==> src/rtl/word_pkg.sv <==
// Definitions shared by the integer/word converters: character width, the
// character codes the converters emit or parse, and the conversion FSM states.
package word_pkg;

  localparam int unsigned DATA_WIDTH = 8;

  localparam logic [DATA_WIDTH-1:0] CHAR_0     = 8'h30;
  localparam logic [DATA_WIDTH-1:0] CHAR_MINUS = 8'h2d;

  typedef enum logic [2:0] {
    IDLE = 3'd0,
    DIV  = 3'd1,
    EMIT = 3'd2,
    SIGN = 3'd3,
    DONE = 3'd4
  } word_state_e;

endpackage

==> src/rtl/div10_serial.sv <==
// Bit-serial restoring divide-by-10: the start cycle performs the first step,
// so quotient/remainder are final and valid pulses DATA cycles after start.
module div10_serial #(
  parameter int unsigned DATA = 32
) (
  input  logic            i_clk,
  input  logic            i_rst_n,
  input  logic            start,
  input  logic [DATA-1:0] dividend,
  output logic [DATA-1:0] quotient,
  output logic [3:0]      remainder,
  output logic            valid
);

  localparam int unsigned CNT_W = $clog2(DATA) + 1;

  logic [CNT_W-1:0] cnt_q;
  logic             run_q;

  logic [3:0]      rem_in;
  logic [DATA-1:0] sh_in;
  logic [4:0]      part;
  logic            ge;
  logic [3:0]      rem_nxt;
  logic [DATA-1:0] sh_nxt;

  // One restoring step: dividend bits leave at the MSB, quotient bits enter at the LSB.
  always_comb begin
    rem_in  = start ? 4'd0 : remainder;
    sh_in   = start ? dividend : quotient;
    part    = {rem_in, sh_in[DATA-1]};
    ge      = (part >= 5'd10);
    rem_nxt = ge ? 4'(part - 5'd10) : part[3:0];
    sh_nxt  = {sh_in[DATA-2:0], ge};
  end

  always_ff @(posedge i_clk or negedge i_rst_n) begin
    if (!i_rst_n) begin
      quotient  <= '0;
      remainder <= '0;
      cnt_q     <= '0;
      run_q     <= 1'b0;
      valid     <= 1'b0;
    end else begin
      valid <= 1'b0;
      if (start) begin
        quotient  <= sh_nxt;
        remainder <= rem_nxt;
        cnt_q     <= CNT_W'(1);
        run_q     <= 1'b1;
      end else if (run_q) begin
        quotient  <= sh_nxt;
        remainder <= rem_nxt;
        cnt_q     <= cnt_q + CNT_W'(1);
        if (cnt_q == CNT_W'(DATA - 1)) begin
          run_q <= 1'b0;
          valid <= 1'b1;
        end
      end
    end
  end

endmodule

==> src/rtl/int_to_word.sv <==
// Integer to decimal ASCII word, most significant character at index 0.
// Define INT_TO_WORD_SIGNED_EN for two's complement input with a leading "-".
module int_to_word
  import word_pkg::*;
#(
  parameter  int unsigned WIDTH      = 32,
  parameter  int unsigned DATA       = 32,
  localparam int unsigned WIDTH_BITS = $clog2(WIDTH) + 1
) (
  input  logic                                i_clk,
  input  logic                                i_rst_n,
  input  logic                                i_start,
  input  logic [DATA-1:0]                     i_data,
  output logic [WIDTH-1:0][DATA_WIDTH-1:0]    o_word,
  output logic [WIDTH_BITS-1:0]               o_len,
  output logic                                o_busy,
  output logic                                o_done,
  output logic                                o_err
);

  word_state_e state_q, state_d;

  logic                  accept_c;
  logic                  div_start_c;
  logic [DATA-1:0]       div_dividend_c;
  logic [DATA-1:0]       div_quot;
  logic [3:0]            div_rem;
  logic                  div_valid;
  logic [DATA-1:0]       mag_c;
  logic                  full_c;
  logic [DATA_WIDTH-1:0] char_c;

`ifdef INT_TO_WORD_SIGNED_EN
  logic neg_c;
  logic neg_q;

  // Negation as unsigned DATA bits keeps the most negative value exact.
  always_comb begin
    neg_c = i_data[DATA-1];
    mag_c = neg_c ? (DATA'(0) - i_data) : i_data;
  end
`else
  always_comb mag_c = i_data;
`endif

  assign full_c = (o_len == WIDTH_BITS'(WIDTH));
  assign char_c = (state_q == SIGN) ? CHAR_MINUS : (CHAR_0 + DATA_WIDTH'(div_rem));

  div10_serial #(
    .DATA(DATA)
  ) u_div (
    .i_clk    (i_clk),
    .i_rst_n  (i_rst_n),
    .start    (div_start_c),
    .dividend (div_dividend_c),
    .quotient (div_quot),
    .remainder(div_rem),
    .valid    (div_valid)
  );

  // Next state; o_done still high means the previous result is being presented.
  always_comb begin
    state_d        = state_q;
    accept_c       = 1'b0;
    div_start_c    = 1'b0;
    div_dividend_c = div_quot;
    case (state_q)
      IDLE: begin
        if (i_start && !o_done) begin
          accept_c       = 1'b1;
          div_start_c    = 1'b1;
          div_dividend_c = mag_c;
          state_d        = DIV;
        end
      end
      DIV: begin
        if (div_valid) state_d = DIV == DIV ? EMIT : EMIT;
      end
      EMIT: begin
        if (full_c) begin
          state_d = DONE;
        end else if (div_quot != '0) begin
          div_start_c = 1'b1;
          state_d     = DIV;
        end
`ifdef INT_TO_WORD_SIGNED_EN
        else if (neg_q) begin
          state_d = SIGN;
        end
`endif
        else begin
          state_d = DONE;
        end
      end
`ifdef INT_TO_WORD_SIGNED_EN
      SIGN: state_d = DONE;
`endif
      DONE:    state_d = IDLE;
      default: state_d = IDLE;
    endcase
  end

  // State, result buffer and registered status outputs.
  always_ff @(posedge i_clk or negedge i_rst_n) begin
    if (!i_rst_n) begin
      state_q <= IDLE;
      o_word  <= '0;
      o_len   <= '0;
      o_err   <= 1'b0;
      o_busy  <= 1'b0;
      o_done  <= 1'b0;
`ifdef INT_TO_WORD_SIGNED_EN
      neg_q   <= 1'b0;
`endif
    end else begin
      state_q <= state_d;
      o_busy  <= (state_q == DIV) || (state_q == EMIT) || (state_q == SIGN);
      o_done  <= (state_q == DONE);
      if (accept_c) begin
        o_word <= '0;
        o_len  <= '0;
        o_err  <= 1'b0;
`ifdef INT_TO_WORD_SIGNED_EN
        neg_q  <= neg_c;
`endif
      end
      if ((state_q == EMIT) || (state_q == SIGN)) begin
        if (full_c) begin
          o_err <= 1'b1;
          o_len <= '0;
        end else begin
          o_word <= {o_word[WIDTH-2:0], char_c};
          o_len  <= o_len + WIDTH_BITS'(1);
        end
      end
    end
  end

endmodule
==> config.mk <==
export PLATFORM = sky130hd
export DESIGN_NAME = int_to_word
export DESIGN_NICKNAME = d
export VERILOG_FILES = /design/src/rtl/word_pkg.sv /design/src/rtl/div10_serial.sv /design/src/rtl/int_to_word.sv
export SDC_FILE = /design/constraint.sdc
export NUM_CORES = 1
export LEC_CHECK = 0
export ABC_AREA = 1
export ABC_CLOCK_PERIOD_IN_PS = 4000
export CAP_MARGIN = 25
export CORE_MARGIN = 5
export CORE_UTILIZATION = 55
export CTS_CLUSTER_SIZE = 40
export DETAILED_ROUTE_END_ITERATION = 7
export PLACE_DENSITY_LB_ADDON = 0.08
export SYNTH_ARGS = -nofsm -noshare
export SYNTH_HDL_FRONTEND = slang
export SYNTH_HIERARCHICAL = 1
export SYNTH_SLANG_ARGS = --single-unit
==> constraint.sdc <==
create_clock -name i_clk -period 4 [get_ports i_clk]
set_clock_uncertainty 0.15 [all_clocks]
set_input_delay 0.6 -clock i_clk [delete_from_list [all_inputs] [get_ports i_clk]]
set_output_delay 0.6 -clock i_clk [all_outputs]
set_load 0.02 [all_outputs]
Word level (Yosys, flattened, before mapping). Cells that the tools add are included.

RAM bits: 0. Register bits after elaboration: 312. Memories: 0. Output and inout bits: 265. Latch bits: 0. Bits of input ports: 35. Word-level logic and storage cells: 102. ROM bits: 0.

$add $sub $neg: 4. Multiplexer cells: 37. Divide/modulo/power cells: 0. Shifts and indexed selects: 0. Order comparisons: 1. Reductions and logical operators: 10. Multiply operators: 0. Equality and inequality tests: 8. Bitwise operators: 0.

Operators with widths (number): $mux W256 (3); $mux W32 (5); $reduce_bool A32 Y1 (1); $mux W6 (5); $mux W4 (4); $mux W1 (13); $add A6 B1 Y6 const B (2); $mux W3 (4); $pmux W3 S3 (1); $add A6 B4 Y7 const A (1); $mux W7 (1); $eq A3 B2 Y1 const B (2); $eq A6 B5 Y1 const B (1); $eq A6 B6 Y1 const B (1); $ge A5 B4 Y1 const B (1); $reduce_bool A2 Y1 (2); $sub A4 B4 Y4 const B (1); $eq A3 B1 Y1 const B (1); $eq A3 B3 Y1 const B (1); $logic_not A3 Y1 (1); $logic_or A1 B1 Y1 (3); $ne A2 B1 Y1 const B (1); $ne A2 B2 Y1 const B (1); $pmux W1 S2 (1); 3 further kinds (3).

Longest topological paths before layout.
Word-level depth: 9. Mapped depth: 20.

Modules after synthesis. Netlist, hierarchy kept.

By module, submodules not included: int_to_word (area an instance 11278.3 um2, times used 1, seq. area each 6706.4 um2, cells each 1314); div10_serial (area an instance 2160.8 um2, times used 1, seq. area each 1101.1 um2, cells each 219).

Least setup slack after synthesis. OpenSTA, ideal clock, no wires.

Path type: reg-to-reg. From: register o_len[0]. To: register u_div.remainder[1]. Clock period less this slack: 2555 ps. Path slack: 1445 ps. Arrival: 2289 ps. Data required time: 3734 ps. Stages on the path, launching flop included: 20. Cell sequence: dfrtp_1 inv_1 ha_1 nand2_1 nor2_4 nor2_1 o21ai_0 nand2_1 inv_2 buf_6 nand2_1 ha_1 inv_1 nand3_2 nand2_1 clkinv_2 nand2_4 nand2_1 nand2_1 nand2_1.

Cells in the longest elaborated chain, start to end: 8. Elaborated cells between the ends (all ways): 11.

RTL lines: start, declared (RTL line int_to_word.sv:15) `output logic [WIDTH_BITS-1:0] o_len,`; start signal, assigned (RTL line int_to_word.sv:133) `o_len <= o_len + WIDTH_BITS'(1);`; $eq A6 B6 Y1 (*) (RTL line int_to_word.sv:46) `assign full_c = (o_len == WIDTH_BITS'(WIDTH));`; $mux W1 (*) (RTL line int_to_word.sv:80) `if (full_c) begin`; $pmux W1 S2 (*) (RTL line int_to_word.sv:67) `case (state_q)`; via div_start_c (RTL line int_to_word.sv:24) `logic div_start_c;`; $mux W32 or $mux W4 (tied branches) (RTL line div10_serial.sv:30, div10_serial.sv:29); $sub A4 B4 Y4 or $ge A5 B4 Y1 (tied branches) (RTL line div10_serial.sv:33, div10_serial.sv:32); $mux W4 (RTL line div10_serial.sv:33) `rem_nxt = ge ? 4'(part - 5'd10) : part[3:0];`; $mux W4 (RTL line div10_serial.sv:51) `end else if (run_q) begin`; $mux W4 (RTL line div10_serial.sv:46) `if (start) begin`; end signal, assigned (RTL line div10_serial.sv:48) `remainder <= rem_nxt;`; end signal, assigned (RTL line div10_serial.sv:53) `remainder <= rem_nxt;`; end, declared (RTL line div10_serial.sv:11) `output logic [3:0] remainder,`.

Mark *: on every way through the listed nets, which the timed path passes. The rest lies on a longest branch. The select of a mux whose other input is x is not followed. A chain may end at the register's enable or synchronous reset.

Final worst setup path. Ends and elaborated chain as after synthesis.

==> flow_summary.yaml <==
status:
  outcome: "completed"
worst_setup_path:
  cp.arrival_ns: 3.31
  cp-start-kind: "flip-flop"
  cp_max_fo: 34
  cp_slowest_stage_delay_ns: 0.42
  cpLargestDelayFamily: "simple AND/OR/NAND/NOR gates"
  crit_path_end_kind: "flip-flop"
  crit_top_cell: "nand2_1"
  worstPathRequired_ns: 4.24
  cp_num_buf_inv: 4
  cp_slowest_cell: "dfrtp_1"
  crit_path_cell_trace: "inv_1 > ha_1 > nand2_1 > nor2_4 > nor2_1 > o21ai_0 > nand2_1 > buf_4 > inv_2 > buf_4 > nand2_1 > nand2_4 > nand2_4 > nand2_4 > nand2_1 > nand2_1 > nand2_1"
  critical_path_class: "flip-flop to flip-flop"
grt:
  grt_overflow: 0
  grt_pass1_vias: 10720
  grt_max_degree: 235
  grt_antenna_before_repair: 0
  track_usage_pct: 24.52
  grt_pass1_wl_mm: 56.77
cells_and_area:
  final_cell_mix: "nand2_1 (653), dfrtp_1 (312), clkdlybuf4s50_1 (298)"
  nets: 1822
  areaGrowthSynthToFinish_pct: 30.13
  layout-drive-gt1-share_pct: 5.980
  stdcell_area_um2: 17490
  n_antenna_cell: 0
  final_common_cell: "nand2_1"
detailed_routing:
  finalWirelength_mm: 34.67
  route.detailed.drc: 0
  routedWlPerCell_um: 16.27
  vias: 11220
  ant_nets: 0
  routed_via_density: 5.266
  drt_iter0_drc: 1057
  dr.pass1.iters: 6
floorplan:
  rows: 57
  start_util_pct: 55.59
  die_w_um: 166.3
  io_pins: 300
  die_h_um: 166.3
  die-area_um2: 27660
  coreArea_um2: 24180
synthesis:
  ys_types: 38
  synth_edf_count: 0
  syn_nets: 1572
  yosysSeqAreaShare_pct: 58.10
  yosys.area.top_type: "dfrtp_1"
  synthArstFlopShare_pct: 100.0
  syn_avg_cell_area_um2: 8.767
  synth_area_leaders: "dfrtp_1 (58%), nand2_1 (18%), o21ai_0 (5.7%), o21ai_1 (4.2%), buf_2 (1.9%)"
  synthCells: 1533
  syn_area_um2: 13440
  ys_warn_count: 6
  synth_top_area_share_pct: 58.10
  synthFlopType: "dfrtp_1"
  synth_seq_cells: 312
timing:
  rsz0062_at_grt: "no"
  fin_hold_ws_ns: 0.3388
  setup_viol: 0
  period_share_pct: 76.91
  maxSlewHeadroom_pct: 30.50
  post-route-min-period_ns: 3.077
  finalHoldViolations: 0
  tightest_slew_ns: 1.043
  finalSetupTns_ns: 0
  clock.fmax_mhz: 325.0
  drv_slew: 0
power_and_ir_drop:
  pwr-share-comb_pct: 22.5
  peakVddDrop_mv: 0.3330
  power.density_nw_per_um2: 527.3
  clockPowerShare_pct: 33.5
  p_total_uw: 9221
  pwr-share-seq_pct: 44.0
  p_sw_share_pct: 30.64
  power_leakage_uw: 0.007646
  cellInternalPower_uw: 6395
  p_switching_uw: 2826
job:
  maxCapViolCount: 0
clock_network:
  clk_latency_ns: 0.50
  cts.sinks: 312
  clk_pin_slew_ns: 0.06
  cts_root_buffer: "clkbuf_16"
  clk_path_buf_depth: 3
  tritoncts: "done"
  cts_made_buffers: 34
  htree_levels: 2
placed_design:
  dp.final_hpwl_mm: 22.39
  io_buffers: 299
  globalplace.congestion: 0.8374
  post_dp_cell_area_um2: 16380
worst_hold_path:
  hp-class: "flip-flop to flip-flop"
-- sequential cells by signal (all words and copies together), names as in the netlist --
name,count
o_err,1
state_q,3
u_div/run_q,1
o_busy,1
o_len,6
o_word,256
u_div/cnt_q,6
u_div/quotient,32
u_div/valid,1
u_div/remainder,4
o_done,1
-- synth_stat cells (all sizes together) (4+ instances only) --
cell type	number
nand2	660
dfrtp	312
o21ai	264
buf	92
nor2	68
inv	39
o22ai	26
nand3	19
a21oi	18
clkbuf	9
ha	4
nor3	4
-- layer usage --
| metal | vias up | track usage (%) | wire length (µm) |
|---|---|---|---|
| met5 | - | 0 | 0 |
| met2 | 396 | 39.13 | 16440 |
| met4 | 0 | 7.471 | 1044 |
| met1 | 5313 | 33.73 | 14390 |
| met3 | 60 | 5.927 | 2792 |
| li1 | 5447 | - | - |
-- cells by family after synthesis --
family,share of synthesized area [%]
AOI/OAI and AO/OA,13.02
xor gates and xnor gates,0.1955
adders and majority gates,0.3724
buffers and inverters,6.154
DFF,58.10
and+or+nand+nor,22.17
-- layout make-up --
| class | count | area, µm² |
|---|---|---|
| fill | 1796 | 6689 |
| timing repair buffer | 315 | 3208 |
| clock buffer | 52 | 1010 |
| inverter | 40 | 156.4 |
| clock inverter | 7 | 88.84 |
| sequential | 312 | 7807 |
| tap | 324 | 405.4 |
| multi-input combinational | 1080 | 4812 |
-- power by group through the flow --
stage | Combinational [µW] | Sequential (µW) | Clock [µW]
after floorplan | 1000 | 4300 | 0
after global placement | 2030 | 4090 | 0
after detailed placement | 2080 | 4100 | 0
after CTS | 2090 | 4050 | 3140
after global routing | 2290 | 4120 | 3300
final | 2080 | 4050 | 3090
-- path summary, 6_finish.rpt --
kind / start / slack (ns) / to / cells after the start
max in group asynchronous: i_rst_n / 2.30 / u_div/quotient[31] / 3
hold reg to reg: state_q[2] / 0.34 / o_busy / 1
setup / recovery: o_len[0] / 0.92 / u_div/remainder[1] / 17
min in group asynchronous: i_rst_n / 0.56 / o_word[190] / 2
setup reg to reg: o_len[0] / 0.92 / u_div/remainder[1] / 17
hold / removal: state_q[2] / 0.34 / o_busy / 1
-- stage by stage --
| step | utilization [%] | cells | setup slack (ns) |
|---|---|---|---|
| floorplan | - | 1533 | 1.445 |
| global placement | 67.75 | 2070 | 0.8842 |
| detailed placement | 67.75 | 2070 | 0.8259 |
| CTS | 72.33 | 2130 | 0.9400 |
| global route | 72.33 | 2130 | 0.7041 |
| finish | 72.33 | 2130 | 0.9234 |
-- what timing repair did --
item | in CTS | in global routing
hold buffers | 1 | 0
hold endpoints to repair | 3 | 0
gates resized for setup | 0 | 0
buffers inserted | 0 | 0
No activity file was read; power rests on OpenSTA's default activity.
